<file path="config.mk">
export PLATFORM = sky130hd
export DESIGN_NAME = conv_layer_seq
export DESIGN_NICKNAME = d
export VERILOG_FILES = /design/src/rtl/conv_layer_seq_pkg.sv /design/src/rtl/conv_layer_seq_mac.sv /design/src/rtl/conv_layer_seq.sv
export SDC_FILE = /design/constraint.sdc
export NUM_CORES = 2
export LEC_CHECK = 0
export BUFFER_PORTS_ARGS = -buffer_cell sky130_fd_sc_hd__buf_2
export CORE_MARGIN = 1
export CORE_UTILIZATION = 35
export CTS_CLUSTER_SIZE = 24
export DETAILED_ROUTE_END_ITERATION = 10
export GPL_ROUTABILITY_DRIVEN = 0
export SLEW_MARGIN = 20
export SYNTH_ARGS = -nofsm -noshare
export SYNTH_HDL_FRONTEND = slang
export SYNTH_SLANG_ARGS = --single-unit
</file>
<file path="constraint.sdc">
create_clock -name clk -period 9.3 [get_ports clk]
set_input_delay 0.93 -clock clk [delete_from_list [all_inputs] [get_ports clk]]
set_output_delay 0.93 -clock clk [all_outputs]
set_load 0.01 [all_outputs]
</file>
<file path="src/rtl/conv_layer_seq_pkg.sv">
// Shared definitions for the sequential convolution layer: FSM states,
// output-geometry helper and the result saturate/ReLU function.
package conv_layer_seq_pkg;

  typedef enum logic [2:0] {
    S_IDLE  = 3'd0,
    S_FETCH = 3'd1,
    S_DRAIN = 3'd2,
    S_WRITE = 3'd3,
    S_FIN   = 3'd4
  } state_t;

  function automatic int out_size(input int in_size, input int filt_size, input int stride);
    return (in_size - filt_size) / stride + 1;
  endfunction

  function automatic int cnt_width(input int n);
    return (n > 1) ? $clog2(n) : 1;
  endfunction

  function automatic logic [31:0] sat_relu(input logic signed [63:0] value, input logic relu_en);
    logic [31:0] res;
    if (value > 64'sh0000_0000_7FFF_FFFF) begin
      res = 32'h7FFF_FFFF;
    end else if (value < 64'shFFFF_FFFF_8000_0000) begin
      res = 32'h8000_0000;
    end else begin
      res = value[31:0];
    end
    if (relu_en && res[31]) begin
      res = 32'h0000_0000;
    end else begin
      res = res;
    end
    return res;
  endfunction

endpackage

</file>
<file path="src/rtl/conv_layer_seq_mac.sv">
// Multiply-accumulate datapath: bias preset, per-tap accumulate, and the
// final arithmetic shift with saturation/ReLU into a held result register.
module conv_mac
  import conv_layer_seq_pkg::*;
#(
  parameter int FRAC_BITS = 16,
  parameter int RELU_EN   = 0
) (
  input  logic        clk,
  input  logic        rst,
  input  logic        i_preset,
  input  logic [31:0] i_bias,
  input  logic        i_acc_en,
  input  logic [31:0] i_data,
  input  logic [31:0] i_weight,
  input  logic        i_load_out,
  output logic [31:0] o_result
);

  logic signed [63:0] r_acc;
  logic        [31:0] r_result;
  logic signed [63:0] w_prod;
  logic signed [63:0] w_preset;
  logic signed [63:0] w_acc_sum;
  logic signed [63:0] w_acc_fin;
  logic signed [63:0] w_shifted;

  assign w_prod    = $signed(i_data) * $signed(i_weight);
  assign w_preset  = $signed({{32{i_bias[31]}}, i_bias}) <<< FRAC_BITS;
  assign w_acc_sum = r_acc + w_prod;
  // The result is captured in the same cycle the last product lands.
  assign w_acc_fin = i_acc_en ? w_acc_sum : r_acc;
  assign w_shifted = w_acc_fin >>> FRAC_BITS;

  // Accumulator and result registers
  always_ff @(posedge clk) begin
    if (rst) begin
      r_acc    <= 64'sd0;
      r_result <= 32'd0;
    end else begin
      if (i_preset) begin
        r_acc <= w_preset;
      end else if (i_acc_en) begin
        r_acc <= w_acc_sum;
      end else begin
        r_acc <= r_acc;
      end
      if (i_load_out) begin
        r_result <= sat_relu(w_shifted, RELU_EN != 0);
      end else begin
        r_result <= r_result;
      end
    end
  end

  assign o_result = r_result;

endmodule

</file>
<file path="src/rtl/conv_layer_seq.sv">
// Sequential convolution layer: walks filters/rows/columns, streams taps from
// input and weight memories into conv_mac, and hands each result to the sink.
module conv_layer_seq
  import conv_layer_seq_pkg::*;
#(
  parameter int NUM_FILTERS  = 16,
  parameter int NUM_CHANNELS = 1,
  parameter int INPUT_SIZE   = 28,
  parameter int FILTER_SIZE  = 7,
  parameter int STRIDE       = 2,
  parameter int FRAC_BITS    = 16,
  parameter int RELU_EN      = 0,
  localparam int OUT_SIZE    = out_size(INPUT_SIZE, FILTER_SIZE, STRIDE),
  localparam int IN_AW       = cnt_width(NUM_CHANNELS * INPUT_SIZE * INPUT_SIZE),
  localparam int W_AW        = cnt_width(NUM_FILTERS * NUM_CHANNELS * FILTER_SIZE * FILTER_SIZE),
  localparam int OUT_AW      = cnt_width(NUM_FILTERS * OUT_SIZE * OUT_SIZE)
) (
  input  logic                      clk,
  input  logic                      rst,
  input  logic                      start,
  output logic                      busy,
  output logic                      done,
  output logic [IN_AW-1:0]          in_addr,
  input  logic [31:0]               input_data,
  output logic [W_AW-1:0]           w_addr,
  input  logic [31:0]               filter_weights,
  input  logic [NUM_FILTERS*32-1:0] bias,
  output logic                      out_valid,
  input  logic                      out_ready,
  output logic [OUT_AW-1:0]         out_addr,
  output logic [31:0]               output_data
);

  localparam int FW        = cnt_width(NUM_FILTERS);
  localparam int OW        = cnt_width(OUT_SIZE);
  localparam int CHW       = cnt_width(NUM_CHANNELS);
  localparam int KW        = cnt_width(FILTER_SIZE);
  localparam int IN_PLANE  = INPUT_SIZE * INPUT_SIZE;
  localparam int OUT_PLANE = OUT_SIZE * OUT_SIZE;

  localparam logic [FW-1:0]  F_MAX  = FW'(NUM_FILTERS - 1);
  localparam logic [OW-1:0]  O_MAX  = OW'(OUT_SIZE - 1);
  localparam logic [CHW-1:0] C_MAX  = CHW'(NUM_CHANNELS - 1);
  localparam logic [KW-1:0]  K_MAX  = KW'(FILTER_SIZE - 1);
  localparam logic [FW-1:0]  F_ZERO = {FW{1'b0}};
  localparam logic [OW-1:0]  O_ZERO = {OW{1'b0}};
  localparam logic [CHW-1:0] C_ZERO = {CHW{1'b0}};
  localparam logic [KW-1:0]  K_ZERO = {KW{1'b0}};

  state_t             r_state, w_state_nxt;
  logic [FW-1:0]      r_f, w_f_nxt;
  logic [OW-1:0]      r_oy, r_ox, w_oy_nxt, w_ox_nxt;
  logic [CHW-1:0]     r_c, w_c_nxt;
  logic [KW-1:0]      r_ky, r_kx, w_ky_nxt, w_kx_nxt;
  logic               r_tap_vld;
  logic [IN_AW-1:0]   r_in_addr, w_in_addr_nxt;
  logic [W_AW-1:0]    r_w_addr, w_w_addr_nxt;
  logic [OUT_AW-1:0]  r_out_addr, w_out_addr_cur;
  logic               r_busy, r_done, r_out_valid;
  logic               w_last_tap, w_last_px, w_tap_first;
  logic [31:0]        w_result;

  assign w_last_tap  = (r_c == C_MAX) && (r_ky == K_MAX) && (r_kx == K_MAX);
  assign w_last_px   = (r_f == F_MAX) && (r_oy == O_MAX) && (r_ox == O_MAX);
  assign w_tap_first = (r_state == S_FETCH) && (r_c == C_ZERO) && (r_ky == K_ZERO) && (r_kx == K_ZERO);

  // FSM state register
  always_ff @(posedge clk) begin
    if (rst) begin
      r_state <= S_IDLE;
    end else begin
      r_state <= w_state_nxt;
    end
  end

  // FSM next-state logic
  always_comb begin
    w_state_nxt = r_state;
    case (r_state)
      S_IDLE:  if (start) w_state_nxt = S_FETCH; else w_state_nxt = S_IDLE;
      S_FETCH: if (w_last_tap) w_state_nxt = S_DRAIN; else w_state_nxt = S_FETCH;
      S_DRAIN: w_state_nxt = S_WRITE;
      S_WRITE: begin
        if (out_ready) begin
          if (w_last_px) w_state_nxt = S_FIN; else w_state_nxt = S_FETCH;
        end else begin
          w_state_nxt = S_WRITE;
        end
      end
      S_FIN:   if (start) w_state_nxt = S_FETCH; else w_state_nxt = S_IDLE;
      default: w_state_nxt = S_IDLE;
    endcase
  end

  // Tap and pixel counter next values (kx innermost, then ky, then channel)
  always_comb begin
    w_f_nxt  = r_f;
    w_oy_nxt = r_oy;
    w_ox_nxt = r_ox;
    w_c_nxt  = r_c;
    w_ky_nxt = r_ky;
    w_kx_nxt = r_kx;
    case (r_state)
      S_IDLE, S_FIN: begin
        if (start) begin
          w_f_nxt  = F_ZERO;
          w_oy_nxt = O_ZERO;
          w_ox_nxt = O_ZERO;
          w_c_nxt  = C_ZERO;
          w_ky_nxt = K_ZERO;
          w_kx_nxt = K_ZERO;
        end else begin
          w_f_nxt  = r_f;
        end
      end
      S_FETCH: begin
        if (r_kx == K_MAX) begin
          w_kx_nxt = K_ZERO;
          if (r_ky == K_MAX) begin
            w_ky_nxt = K_ZERO;
            if (r_c == C_MAX) w_c_nxt = C_ZERO; else w_c_nxt = r_c + 1'b1;
          end else begin
            w_ky_nxt = r_ky + 1'b1;
          end
        end else begin
          w_kx_nxt = r_kx + 1'b1;
        end
      end
      S_WRITE: begin
        if (out_ready && !w_last_px) begin
          if (r_ox == O_MAX) begin
            w_ox_nxt = O_ZERO;
            if (r_oy == O_MAX) begin
              w_oy_nxt = O_ZERO;
              w_f_nxt  = r_f + 1'b1;
            end else begin
              w_oy_nxt = r_oy + 1'b1;
            end
          end else begin
            w_ox_nxt = r_ox + 1'b1;
          end
        end else begin
          w_ox_nxt = r_ox;
        end
      end
      default: w_f_nxt = r_f;
    endcase
  end

  assign w_in_addr_nxt = IN_AW'(int'(w_c_nxt) * IN_PLANE
                              + (int'(w_oy_nxt) * STRIDE + int'(w_ky_nxt)) * INPUT_SIZE
                              + int'(w_ox_nxt) * STRIDE + int'(w_kx_nxt));
  assign w_w_addr_nxt  = W_AW'(((int'(w_f_nxt) * NUM_CHANNELS + int'(w_c_nxt)) * FILTER_SIZE
                              + int'(w_ky_nxt)) * FILTER_SIZE + int'(w_kx_nxt));
  assign w_out_addr_cur = OUT_AW'(int'(r_f) * OUT_PLANE + int'(r_oy) * OUT_SIZE + int'(r_ox));

  // Counters, addresses and registered status outputs
  always_ff @(posedge clk) begin
    if (rst) begin
      r_f         <= F_ZERO;
      r_oy        <= O_ZERO;
      r_ox        <= O_ZERO;
      r_c         <= C_ZERO;
      r_ky        <= K_ZERO;
      r_kx        <= K_ZERO;
      r_tap_vld   <= 1'b0;
      r_in_addr   <= {IN_AW{1'b0}};
      r_w_addr    <= {W_AW{1'b0}};
      r_out_addr  <= {OUT_AW{1'b0}};
      r_busy      <= 1'b0;
      r_done      <= 1'b0;
      r_out_valid <= 1'b0;
    end else begin
      r_f       <= w_f_nxt;
      r_oy      <= w_oy_nxt;
      r_ox      <= w_ox_nxt;
      r_c       <= w_c_nxt;
      r_ky      <= w_ky_nxt;
      r_kx      <= w_kx_nxt;
      r_tap_vld <= (r_state == S_FETCH);
      // Addresses only move when a tap is issued, so they hold through DRAIN/WRITE.
      if (w_state_nxt == S_FETCH) begin
        r_in_addr <= w_in_addr_nxt;
        r_w_addr  <= w_w_addr_nxt;
      end else begin
        r_in_addr <= r_in_addr;
        r_w_addr  <= r_w_addr;
      end
      if (r_state == S_DRAIN) begin
        r_out_addr <= w_out_addr_cur;
      end else begin
        r_out_addr <= r_out_addr;
      end
      r_busy      <= (w_state_nxt == S_FETCH) || (w_state_nxt == S_DRAIN) || (w_state_nxt == S_WRITE);
      r_done      <= (w_state_nxt == S_FIN);
      r_out_valid <= (w_state_nxt == S_WRITE);
    end
  end

  conv_mac #(
    .FRAC_BITS (FRAC_BITS),
    .RELU_EN   (RELU_EN)
  ) u_mac (
    .clk        (clk),
    .rst        (rst),
    .i_preset   (w_tap_first),
    .i_bias     (bias[int'(r_f)*32 +: 32]),
    .i_acc_en   (r_tap_vld),
    .i_data     (input_data),
    .i_weight   (filter_weights),
    .i_load_out (r_state == S_DRAIN),
    .o_result   (w_result)
  );

  assign busy        = r_busy;
  assign done        = r_done;
  assign in_addr     = r_in_addr;
  assign w_addr      = r_w_addr;
  assign out_valid   = r_out_valid;
  assign out_addr    = r_out_addr;
  assign output_data = w_result;

endmodule

</file>
==> impl_results.md <==
- Post-Synth XOR/XNOR Area: 1.64%
- Vias per cell: 4.99
- FF-to-FF Start: u_mac.r_acc[23]
- Final period util: 97.8%
- Crit path max-delay family: adder cells
- CP Launch Type: input pin
- Via count: 42,094
- Synth Area in Adders: 53.6%
- Routed WL per cell: 20.8 µm
- DR pass1 iterations: 5
- Hold_buf cts: 0
- Worst min path class: flip-flop to flip-flop
- Vias in the first global route: 46,650
- Worst Hold End: out_addr[10]
- Initial antenna violation count: 45
- CTS root buffer: clkbuf_16
- Most common cell in the netlist: inv_1
- Endpoints failing hold: 0
- Simple logic cell fraction of the synthesized area: 14.0%
- Ports: 646
- Area Growth Syn to Fin: 15.8%
- Slew @ Worst Pin: 1.10 ns
- Layout cells sized above 1: 20.5%
- Final core utilization: 40.9%
- Top cells by area, synth: fa_1 47%, inv_1 9.2%, ha_1 7.1%, mux4_2 6.7%, dfxtp_1 5.7%
- Cell count of the worst reg-to-reg path: 29
- CP arrival: 9.45 ns
- Origin of the worst min-delay path: out_addr[10]
- Die width: 394 µm
- Worst setup EP type: flip-flop
- Ys Warns: 0
- Post-route minimum period: 9.09 ns
- Synth Area in Compound Gates: 5.70%
- Hold Path Cell Cnt: 2
- Die area: 155,000 µm²
- Final setup viols: 0
- # clock sinks: 153
- Gr usage total: 23.2%
- Worst path max stage delay: 0.66 ns
- # DRC: 0
- # H-tree levels: 4
- Proportion of synthesized flip-flops having asynchronous set or reset: 0%
- Synth Register Bits: 153
- Critical path type: input pin to flip-flop
- Initial core utilization: 35.3%
- R2R Setup Slk: 0.85 ns
- Status: finished, final reports clean
- Slew HR: 26.8%
- Crit path launch: filter_weights[2]
- Max frequency: 0.110 GHz
- DPL Wire Length: 157,000 µm
- CTS tree: built
- Post-synth top area share: 46.5%
- Syn nets: 7,791
- Max Fanout on Critical Path: 23
- Core area: 152,000 µm²
- CTS Buf Count: 17
- Predominant post-synthesis flop cell: dfxtp_1
- Post-Syn Area: 53,800 µm²
- Reg2Reg Capture Point: u_mac.o_result[21]
- GRT overflow: 0
- Multiplexer area fraction after synthesis: 7.76%
- Worst-Skew Late Latency: 0.46 ns
- Die span in y: 394 µm
- Max Cap Viol: 0
- NumNets Final: 8,500
- EDFF count, synth: 0
- Port buffer count: 645
- Sum of buffers and inverters on the critical path: 11
- DR iter-0 viols: 2,744
- Final Slew Violations: 0
- Final wirelength: 175,000 µm
- Post-DRT Antenna Nets: 0
- Post-route clock skew: 0.0220 ns
- # fillers: 15,095
- Main combinational cell family by area after synthesis: adder cells
- Syn avg cell area: 9.51 µm²
- # rows: 143
- Cell mode on critical path: fa_1
- Commonest cells in the netlist: 1,325 x inv_1, 1,251 x fa_1, 702 x nand2_1, 467 x and2_1, 304 x ha_1
- First-pass GRT wire length: 277,000 µm
- Netlist cell types: 84
- CTS clock-pin slew for the worst setup and hold paths: 0.08 ns
- Pin count of the biggest net entering global routing: 107
- Cell count after synthesis: 5,656
- Unrepaired setup endpoints after global routing: yes
- Synth area leader: fa_1
- Max clock buf depth: 2
- Sequential share of the synthesized area: 5.69%
- WP data required: 9.66 ns
- Worst-path cell with the longest stage delay: or4_2
-- state kept, by name (all words and copies together) (netlist names), 3 cells and up --
signal and flops:
r_ky 3, u_mac.r_acc 64, r_state 3, r_oy 4, r_kx 3, in_addr 10, u_mac.o_result 32, w_addr 10
r_f 4, out_addr 11, r_ox 4
-- cell usage in the layout (no fill, tap or decap), types with 10 or more instances in the layout --
cell type     n
nand2b_1     21
buf_4       324
a21oi_1     123
a31oi_1      14
nor3_1       21
fa_1       1246
xor2_1       29
inv_1      1322
a31oi_2      30
ha_1        301
clkbuf_4     13
o211ai_1     15
diode_2      21
mux2i_1      56
dfxtp_1     149
and3_1       10
a21o_1       28
mux4_2      160
clkbuf_16    19
o21a_1       11
nand4_1      32
o21bai_1     15
nand2_1     701
o21ai_0      71
xnor2_1      72
buf_12       32
nor2_1      180
and2_1      464
a211oi_1     44
nand3_1      29
nor3b_1      32
a211oi_2     10
buf_2       631
-- worst max path at each step --
| stage | to | slack [ns] | cells after the start |
|---|---|---|---|
| 6_report | u_mac.o_result[21] | 0.21 | 32 |
| 2_1_floorplan | u_mac.o_result[24] | 0.003 | 30 |
| 3_3_place_gp | u_mac.o_result[2] | -0.44 | 30 |
| 4_1_cts | u_mac.o_result[7] | 0.03 | 31 |
| 5_1_grt | u_mac.o_result[11] | -0.03 | 31 |
| 3_5_place_dp | u_mac.o_result[2] | -0.53 | 30 |
-- stage by stage --
step | setup TNS (ns) | area [µm²] | hold slack, ns | cells | setup WS [ns]
after floorplan | 0 | 54000 | 0.460 | 5656 | 0.00258
after global placement | -13.42 | 61500 | 0.447 | 8370 | -0.440
after detailed placement | -15.79 | 61500 | 0.447 | 8370 | -0.526
after CTS | 0 | 62000 | 0.460 | 8402 | 0.0302
after global routing | -0.230 | 62300 | 0.484 | 8421 | -0.0285
final | 0 | 62300 | 0.461 | 8429 | 0.206
-- tightest hold or removal path, cell delays in order, from the launching register on --
cell and delay (ns):
dfxtp_1 0.32, nand2_1 0.05, a21oi_1 0.05
-- kinds of logic after synthesis --
family / after synthesis
buffers and inverters: 1640
adders and majority gates: 1555
and+or+nand+nor: 1550
AOI/OAI and AO/OA: 440
muxes: 217
DFF: 153
xor gates and xnor gates: 101
-- area by class of cell --
type	count	area (µm²)	area share, %
Multi-Input combinational cell	3863	44700	71.8
Clock buffer	18	439	0.704
Clock inverter	14	110	0.177
Inverter	1326	4990	8.00
Tap cell	2030	2540	4.07
Timing Repair Buffer	1004	6400	10.3
Antenna cell	21	52.6	0.0843
Sequential cell	153	3080	4.93
-- routing by layer --
metal	global-route usage, %	wire length, µm	part of all wire (%)	vias up
li1	-	-	-	18555
met2	38.5	83500	48	1576
met4	9.03	7990	4.6	22
met5	0	113	0.064	-
met3	3.86	12400	7.1	272
met1	30.2	71200	41	21669
-- what timing repair did --
| item | in CTS | in global routing |
|---|---|---|
| gates resized for setup | 1 | 45 |
| pin swaps | 0 | 5 |
| endpoints found under the setup margin | 31 | 31 |
| buffers inserted | 0 | 4 |
| cloned | 0 | 2 |
Power is left out: the tool's default activity adds up to more than one toggle a clock period on the data nets, which glitch-free logic cannot reach.
